[config.mk]
export PLATFORM = sky130hd
export DESIGN_NAME = riscv_lsu_flat
export DESIGN_NICKNAME = d
export VERILOG_FILES = /design/src/rtl/riscv_lsu_if.sv /design/src/rtl/riscv_lsu.sv /design/src/flat_wrapper.sv
export SDC_FILE = /design/constraint.sdc
export NUM_CORES = 1
export LEC_CHECK = 0
export ABC_AREA = 1
export ABC_CLOCK_PERIOD_IN_PS = 11100
export CAP_MARGIN = 5
export CORE_MARGIN = 5
export CORE_UTILIZATION = 47
export DETAILED_ROUTE_END_ITERATION = 10
export PLACE_DENSITY = 0.83
export SYNTH_ARGS = -nofsm -noshare
export SYNTH_HDL_FRONTEND = slang
export SYNTH_SLANG_ARGS = --single-unit
[constraint.sdc]
create_clock -name clk_i -period 11.1 [get_ports clk_i]
set_clock_uncertainty 0.05 [all_clocks]
set_input_delay 3.33 -clock clk_i [delete_from_list [all_inputs] [get_ports clk_i]]
set_output_delay 3.33 -clock clk_i [all_outputs]
set_load 0.03 [all_outputs]
[src/rtl/riscv_lsu_if.sv]
// riscv_lsu_if: core-side and memory-side signal bundle of the load-store unit
// Ports (slave = LSU view):
//   core_req_i/core_we_i/core_size_i/core_addr_i/core_wd_i  in   core request
//   core_rd_o/core_stall_o                                  out  load data, stall
//   mem_req_o/mem_we_o/mem_be_o/mem_addr_o/mem_wd_o         out  memory request
//   mem_rd_i/mem_ready_i                                    in   memory response
// The master modport is the core plus memory seen from outside the LSU.
interface riscv_lsu_if;
  logic        core_req_i;
  logic        core_we_i;
  logic [2:0]  core_size_i;
  logic [31:0] core_addr_i;
  logic [31:0] core_wd_i;
  logic [31:0] core_rd_o;
  logic        core_stall_o;
  logic        mem_req_o;
  logic        mem_we_o;
  logic [3:0]  mem_be_o;
  logic [31:0] mem_addr_o;
  logic [31:0] mem_wd_o;
  logic [31:0] mem_rd_i;
  logic        mem_ready_i;
  modport slave (
    input  core_req_i, core_we_i, core_size_i, core_addr_i, core_wd_i, mem_rd_i, mem_ready_i,
    output core_rd_o, core_stall_o, mem_req_o, mem_we_o, mem_be_o, mem_addr_o, mem_wd_o
  );
  modport master (
    output core_req_i, core_we_i, core_size_i, core_addr_i, core_wd_i, mem_rd_i, mem_ready_i,
    input  core_rd_o, core_stall_o, mem_req_o, mem_we_o, mem_be_o, mem_addr_o, mem_wd_o
  );
endinterface

[src/rtl/riscv_lsu.sv]
// riscv_lsu: load-store unit between the RISC-V core and word-wide data memory
// Ports:
//   clk_i  in  clock
//   rst_i  in  asynchronous active-high reset
//   bus    riscv_lsu_if.slave  core request/stall/load data and memory request/response
module riscv_lsu (
  input  logic        clk_i,
  input  logic        rst_i,
  riscv_lsu_if.slave  bus
);
  typedef enum logic [1:0] {IDLE, REQ, DONE} state_t;
  state_t      r_state, w_next;
  logic [2:0]  r_size;
  logic [1:0]  r_off;
  logic        r_mem_req, r_mem_we;
  logic [3:0]  r_mem_be;
  logic [31:0] r_mem_addr, r_mem_wd, r_rd;
  logic        w_stall, w_b, w_h, w_sx;
  logic [3:0]  w_be;
  logic [31:0] w_wd, w_fmt;
  logic [7:0]  w_byte;
  logic [15:0] w_half;
  // size[1:0] picks the width (0 byte, 1 half, else word); size[2] marks unsigned loads
  assign w_b  = bus.core_size_i[1:0] == 2'b00;
  assign w_h  = bus.core_size_i[1:0] == 2'b01;
  assign w_be = w_b ? 4'b0001 << bus.core_addr_i[1:0]
              : w_h ? (bus.core_addr_i[1] ? 4'b1100 : 4'b0011) : 4'b1111;
  assign w_wd = w_b ? {4{bus.core_wd_i[7:0]}} : w_h ? {2{bus.core_wd_i[15:0]}} : bus.core_wd_i;
  assign w_sx   = ~r_size[2];
  assign w_byte = bus.mem_rd_i[{r_off, 3'b000} +: 8];
  assign w_half = r_off[1] ? bus.mem_rd_i[31:16] : bus.mem_rd_i[15:0];
  assign w_fmt  = r_size[1:0] == 2'b00 ? {{24{w_sx & w_byte[7]}}, w_byte}
                : r_size[1:0] == 2'b01 ? {{16{w_sx & w_half[15]}}, w_half} : bus.mem_rd_i;
  always_comb begin
    w_next  = r_state;
    w_stall = 1'b0;
    case (r_state)
      IDLE: begin
        w_stall = bus.core_req_i;
        w_next  = bus.core_req_i ? REQ : IDLE;
      end
      REQ: begin
        w_stall = 1'b1;
        w_next  = bus.mem_ready_i ? DONE : REQ;
      end
      default: w_next = IDLE;
    endcase
  end
  always_ff @(posedge clk_i or posedge rst_i) begin
    if (rst_i) begin
      r_state    <= IDLE;
      r_size     <= '0;
      r_off      <= '0;
      r_mem_req  <= 1'b0;
      r_mem_we   <= 1'b0;
      r_mem_be   <= '0;
      r_mem_addr <= '0;
      r_mem_wd   <= '0;
      r_rd       <= '0;
    end else begin
      r_state <= w_next;
      if (r_state == IDLE && bus.core_req_i) begin
        r_mem_req  <= 1'b1;
        r_mem_we   <= bus.core_we_i;
        r_mem_be   <= w_be;
        r_mem_addr <= {bus.core_addr_i[31:2], 2'b00};
        r_mem_wd   <= w_wd;
        r_size     <= bus.core_size_i;
        r_off      <= bus.core_addr_i[1:0];
      end else if (r_state == REQ && bus.mem_ready_i) begin
        r_mem_req <= 1'b0;
        r_mem_we  <= 1'b0;
        r_mem_be  <= '0;
        // r_mem_we still holds the captured direction here
        if (!r_mem_we) r_rd <= w_fmt;
      end
    end
  end
  assign bus.core_stall_o = w_stall;
  assign bus.core_rd_o    = r_rd;
  assign bus.mem_req_o    = r_mem_req;
  assign bus.mem_we_o     = r_mem_we;
  assign bus.mem_be_o     = r_mem_be;
  assign bus.mem_addr_o   = r_mem_addr;
  assign bus.mem_wd_o     = r_mem_wd;
endmodule

[src/flat_wrapper.sv]
// flat-port wrapper written by rule: the top's interface ports become plain ports
module riscv_lsu_flat 
  (clk_i, rst_i, bus_core_req_i, bus_core_we_i, bus_core_size_i, bus_core_addr_i, bus_core_wd_i, bus_mem_rd_i, bus_mem_ready_i, bus_core_rd_o, bus_core_stall_o, bus_mem_req_o, bus_mem_we_o, bus_mem_be_o, bus_mem_addr_o, bus_mem_wd_o);
  riscv_lsu_if bus_i ();
  input  logic clk_i;
  input  logic rst_i;
  input wire logic [$bits(bus_i.core_req_i)-1:0] bus_core_req_i;
  input wire logic [$bits(bus_i.core_we_i)-1:0] bus_core_we_i;
  input wire logic [$bits(bus_i.core_size_i)-1:0] bus_core_size_i;
  input wire logic [$bits(bus_i.core_addr_i)-1:0] bus_core_addr_i;
  input wire logic [$bits(bus_i.core_wd_i)-1:0] bus_core_wd_i;
  input wire logic [$bits(bus_i.mem_rd_i)-1:0] bus_mem_rd_i;
  input wire logic [$bits(bus_i.mem_ready_i)-1:0] bus_mem_ready_i;
  output wire logic [$bits(bus_i.core_rd_o)-1:0] bus_core_rd_o;
  output wire logic [$bits(bus_i.core_stall_o)-1:0] bus_core_stall_o;
  output wire logic [$bits(bus_i.mem_req_o)-1:0] bus_mem_req_o;
  output wire logic [$bits(bus_i.mem_we_o)-1:0] bus_mem_we_o;
  output wire logic [$bits(bus_i.mem_be_o)-1:0] bus_mem_be_o;
  output wire logic [$bits(bus_i.mem_addr_o)-1:0] bus_mem_addr_o;
  output wire logic [$bits(bus_i.mem_wd_o)-1:0] bus_mem_wd_o;
  assign bus_i.core_req_i = bus_core_req_i;
  assign bus_i.core_we_i = bus_core_we_i;
  assign bus_i.core_size_i = bus_core_size_i;
  assign bus_i.core_addr_i = bus_core_addr_i;
  assign bus_i.core_wd_i = bus_core_wd_i;
  assign bus_i.mem_rd_i = bus_mem_rd_i;
  assign bus_i.mem_ready_i = bus_mem_ready_i;
  assign bus_core_rd_o = bus_i.core_rd_o;
  assign bus_core_stall_o = bus_i.core_stall_o;
  assign bus_mem_req_o = bus_i.mem_req_o;
  assign bus_mem_we_o = bus_i.mem_we_o;
  assign bus_mem_be_o = bus_i.mem_be_o;
  assign bus_mem_addr_o = bus_i.mem_addr_o;
  assign bus_mem_wd_o = bus_i.mem_wd_o;
  riscv_lsu u_core (.clk_i(clk_i), .rst_i(rst_i), .bus(bus_i));
endmodule
Word level (Yosys, flattened, before mapping)
Index checks and enable logic that the tools add are counted. W data, S select, Z words.

Bits in registers: 107. Output and inout bits: 103. Logic and storage cells: 43.

Equality and inequality tests: 3. Shift operators: 2. Multiplexer cells: 17. Bitwise logic cells: 5. Reductions and logical operators: 7.

Operators by type and width (count): $mux W32 (4); $shiftx A32 B6 Y8 (1); $mux W4 (5); $mux W16 (1); $eq A2 B1 Y1 const B (3); $logic_not A2 Y1 (3); $mux W1 (4); $pmux W2 S2 (1); $shl A1 B2 Y4 const A (1); $not A1 Y1 (3); $reduce_and A3 Y1 (1); $and A1 B1 Y1 (2); $logic_and A1 B1 Y1 (2); $mux W2 (1); $pmux W1 S2 (1); $reduce_bool A2 Y1 (1).

Longest topological paths before layout
Depth after elaboration: 4. Depth in mapped cells: 11. Depth with buffers taken out: 9.

Least setup slack after synthesis
Ideal clock, no wire load.

Path kind: input to output. From: in bus_core_req_i. To: out bus_core_stall_o. Arrival time: 4.030 ns. Data required time: 7.720 ns. Slack: 3.690 ns. Stages on the path: 4. Path buffers: 2. Path through: nand2_1 > buf_2 > buf_2 > nand2_1.

Longest elaborated chain between the ends: 1.

RTL lines: from (decl) (RTL line flat_wrapper.sv:7) `input wire logic [$bits(bus_i.core_req_i)-1:0] bus_core_req_i;`; $pmux W1 S2 (RTL line riscv_lsu.sv:37) `case (r_state)`; to (decl) (RTL line flat_wrapper.sv:15) `output wire logic [$bits(bus_i.core_stall_o)-1:0] bus_core_stall_o;`.

Every way passes these cells.

Worst setup path in the final report
Same ends and word-level chain as after synthesis.

==> summary.txt <==
Place
  – DP HPWL: 12.3 mm
  – Placed Cells: 1004
  – Placer Congestion: 0.925
  – Port bufs: 204

Floorplanning
  – Die Y: 116 microns
  – Core box area: 0.0109 sq mm
  – Io pins: 207
  – Row count: 38
  – Die area: 0.0134 sq mm
  – Starting Density: 48.4%
  – Die Width: 116 microns

Clock tree
  – Clock slew seen by the registers of the worst setup and hold paths: 0.10 ns
  – Post-CTS Hold Fix Bufs: 0
  – Root buffer cell: clkbuf_8
  – Setup Buffers After CTS: 0
  – CTS Buf Count: 9
  – Post-CTS resize count: 0
  – Clk Latency, worst-skew pair: 0.36 ns
  – Clock Sinks: 107
  – CTS tree: yes
  – H-tree level count: 3
  – Buffer depth of the longest clock path: 2

STA
  – Worst-margin pin slew: 0.980 ns
  – Final Hold Viols: 0
  – Final period util: 76.8%
  – Relative slew slack: 34.4%
  – Max Clk Rate: 0.117 GHz
  – Unrepaired setup endpoints after global routing: no
  – Final min period: 8.53 ns
  – Final-report max-slew violation count: 0
  – Setup TNS: 0 ns
  – Final setup fails: 0

Worst setup path
  – Critical Path Fanout Max: 87
  – CP Buf/Inv Count: 3
  – Crit-path leading delay family: buffers and inverters
  – Worst Setup End Kind: output port
  – CP peak stage delay: 0.63 ns
  – Critical path, cell by cell: clkdlybuf4s50_1, nand2_2, buf_4, nand2_1, clkdlybuf4s50_1
  – Worst path arrival time: 5.15 ns
  – Crit start category: input pin
  – CP max stage cell: clkdlybuf4s50_1
  – Most used cell, CP: clkdlybuf4s50_1
  – Crit path kind: in2out
  – Worst Path Required: 7.72 ns

Routing
  – Total Wirelength: 16.5 mm
  – Vias: 5253
  – Antenna viol nets, final: 0
  – DRC: 0
  – Routed len/inst: 16.1 microns
  – Vias per cell: 5.15
  – Drt initial violations: 392
  – DRT Pass-1 Iters: 5

Power and ir drop
  – Leakage: 0.00366 uW
  – Maximum VDD drop: 197 uV
  – Pwr dens: 280 mW/mm^2

GRT
  – GR Util met2: 41.0%
  – Global-route wire length before repair: 26.1 mm
  – Vias in the first global route: 5352
  – Largest net degree at the start of global routing: 88
  – GRT Total Usage: 24.9%
  – Gr busiest metal: met2
  – GR Util met3: 11.3%
  – Global route overflow: 0
  – Initial antenna violation count: 0
  – Met1 Use GR: 28.7%

Finish
  – N_diodes: 0
  – Fin util: 69.2%
  – Share of layout cells above drive strength 1: 5.34%
  – Commonest non-fill, non-tap cell in the layout: nand2_1
  – Final #Nets: 979
  – Final-layout fill cell count: 907
  – Area grow syn2layout: 43.0%
  – Most frequent cells in the layout: nand2_1, clkdlybuf4s50_1, dfrtp_1
  – Layout Cells excl Fill: 1020

Synthesis
  – Post-synthesis cell type count: 27
  – Synthesized cell area: 0.00527 sq mm
  – Seq/Total Area, Yosys: 50.8%
  – Synth Warn #: 0
  – Avg Inst Size Synth: 7.59 sq um
  – Seq cells post-synth: 107
  – Gate Count Post-Synth: 694

Status
  – Status: finished, final reports clean

Hold path
  – Hold Crit Class: reg2reg

Flow run
  – Max Cap Viol: 0
## per-stage QoR
stage | power (uW) | hold WS, ns | area, sq um | setup WS, ns
final | 2110 | 0.431 | 7530 | 2.57
after global routing | 2250 | 0.465 | 7530 | 2.45
after CTS | 2120 | 0.436 | 7530 | 2.56
after detailed placement | 1850 | 0.413 | 7310 | 2.56
after global placement | 1820 | 0.407 | 7310 | 2.56
after floorplan | 1370 | 0.480 | 5270 | 3.69
## worst reg2reg max path: cells and delay by family (launching register included)
kind	cells	cell delay [ns]
AO/OA/AOI/OAI	2	0.48
flip-flops	1	0.40
AND/OR/NAND/NOR	2	0.27
buffers and inverters	3	0.93
## final cells by class
class                   instances  area (sq um)  share of cell area [%]
flip-flops and latches        107          2680                    35.5
multi-input cells             492          2170                    28.8
repair buffers                208          2070                    27.5
inverters                      57           219                    2.91
well taps                     140           175                    2.33
clock buffers                  12           145                    1.93
clock inverters                 4          73.8                   0.980
## cells in the mapped netlist
cell	n	area, sq um
nand2_1	281	1050
dfrtp_1	107	2680
inv_1	51	191
nand3_1	51	255
nor2_1	50	188
a21oi_1	35	175
o21ai_0	35	175
buf_2	14	70.1
clkbuf_1	14	52.6
nand2_2	12	75.1
a31oi_1	9	56.3
o211ai_1	6	45.0
buf_4	5	37.5
buf_1	3	11.3
inv_2	3	11.3
nor2_2	3	18.8
buf_6	2	22.5
clkinv_1	2	7.51
nand3_2	2	20.0
nand3_4	2	35.0
buf_8	1	15.0
conb_1	1	3.75
inv_4	1	6.26
nand4_4	1	21.3
nor2_4	1	11.3
nor2_8	1	20.0
o21ai_2	1	8.76
## sequential cells by signal (all words and copies together), names as in the netlist
| name | count |
|---|---|
| u_core.bus.core_rd_o | 32 |
| u_core.bus.mem_addr_o | 30 |
| u_core.bus.mem_be_o | 4 |
| u_core.bus.mem_req_o | 1 |
| u_core.bus.mem_wd_o | 32 |
| u_core.bus.mem_we_o | 1 |
| u_core.r_off | 2 |
| u_core.r_size | 3 |
| u_core.r_state | 2 |
## where the power goes
group | internal, uW | switching, uW
registers | 559 | 139
logic | 451 | 695
clock network | 134 | 130
## worst paths after layout
kind	startpoint	endpoint	slack, ns	cells after the start
max in group asynchronous	rst_i	u_core.bus.mem_addr_o[21]	6.46	3
worst min-delay path	u_core.bus.mem_req_o	u_core.bus.mem_req_o	0.43	2
min in group asynchronous	rst_i	u_core.bus.core_rd_o[6]	3.34	2
worst max-delay path	bus_core_req_i	bus_core_stall_o	2.57	5
worst min register to register	u_core.bus.mem_req_o	u_core.bus.mem_req_o	0.43	2
worst max register to register	u_core.r_state[1]	u_core.bus.mem_be_o[1]	8.90	7
## routing by layer
layer	share of wire [%]	wire, microns	up-vias
met5	0	0	-
met4	3.3	535	0
met3	13	2070	48
met2	47	7810	248
met1	37	6040	2442
li1	-	-	2515
## logic make-up after synthesis
family	after synthesis	synth area share [%]
AND/OR/NAND/NOR	404	32.3
flip-flops	107	50.8
buffers and inverters	96	8.08
AO/OA/AOI/OAI	86	8.74
other	1	0.0712
(Power assumes the default switching activity.)
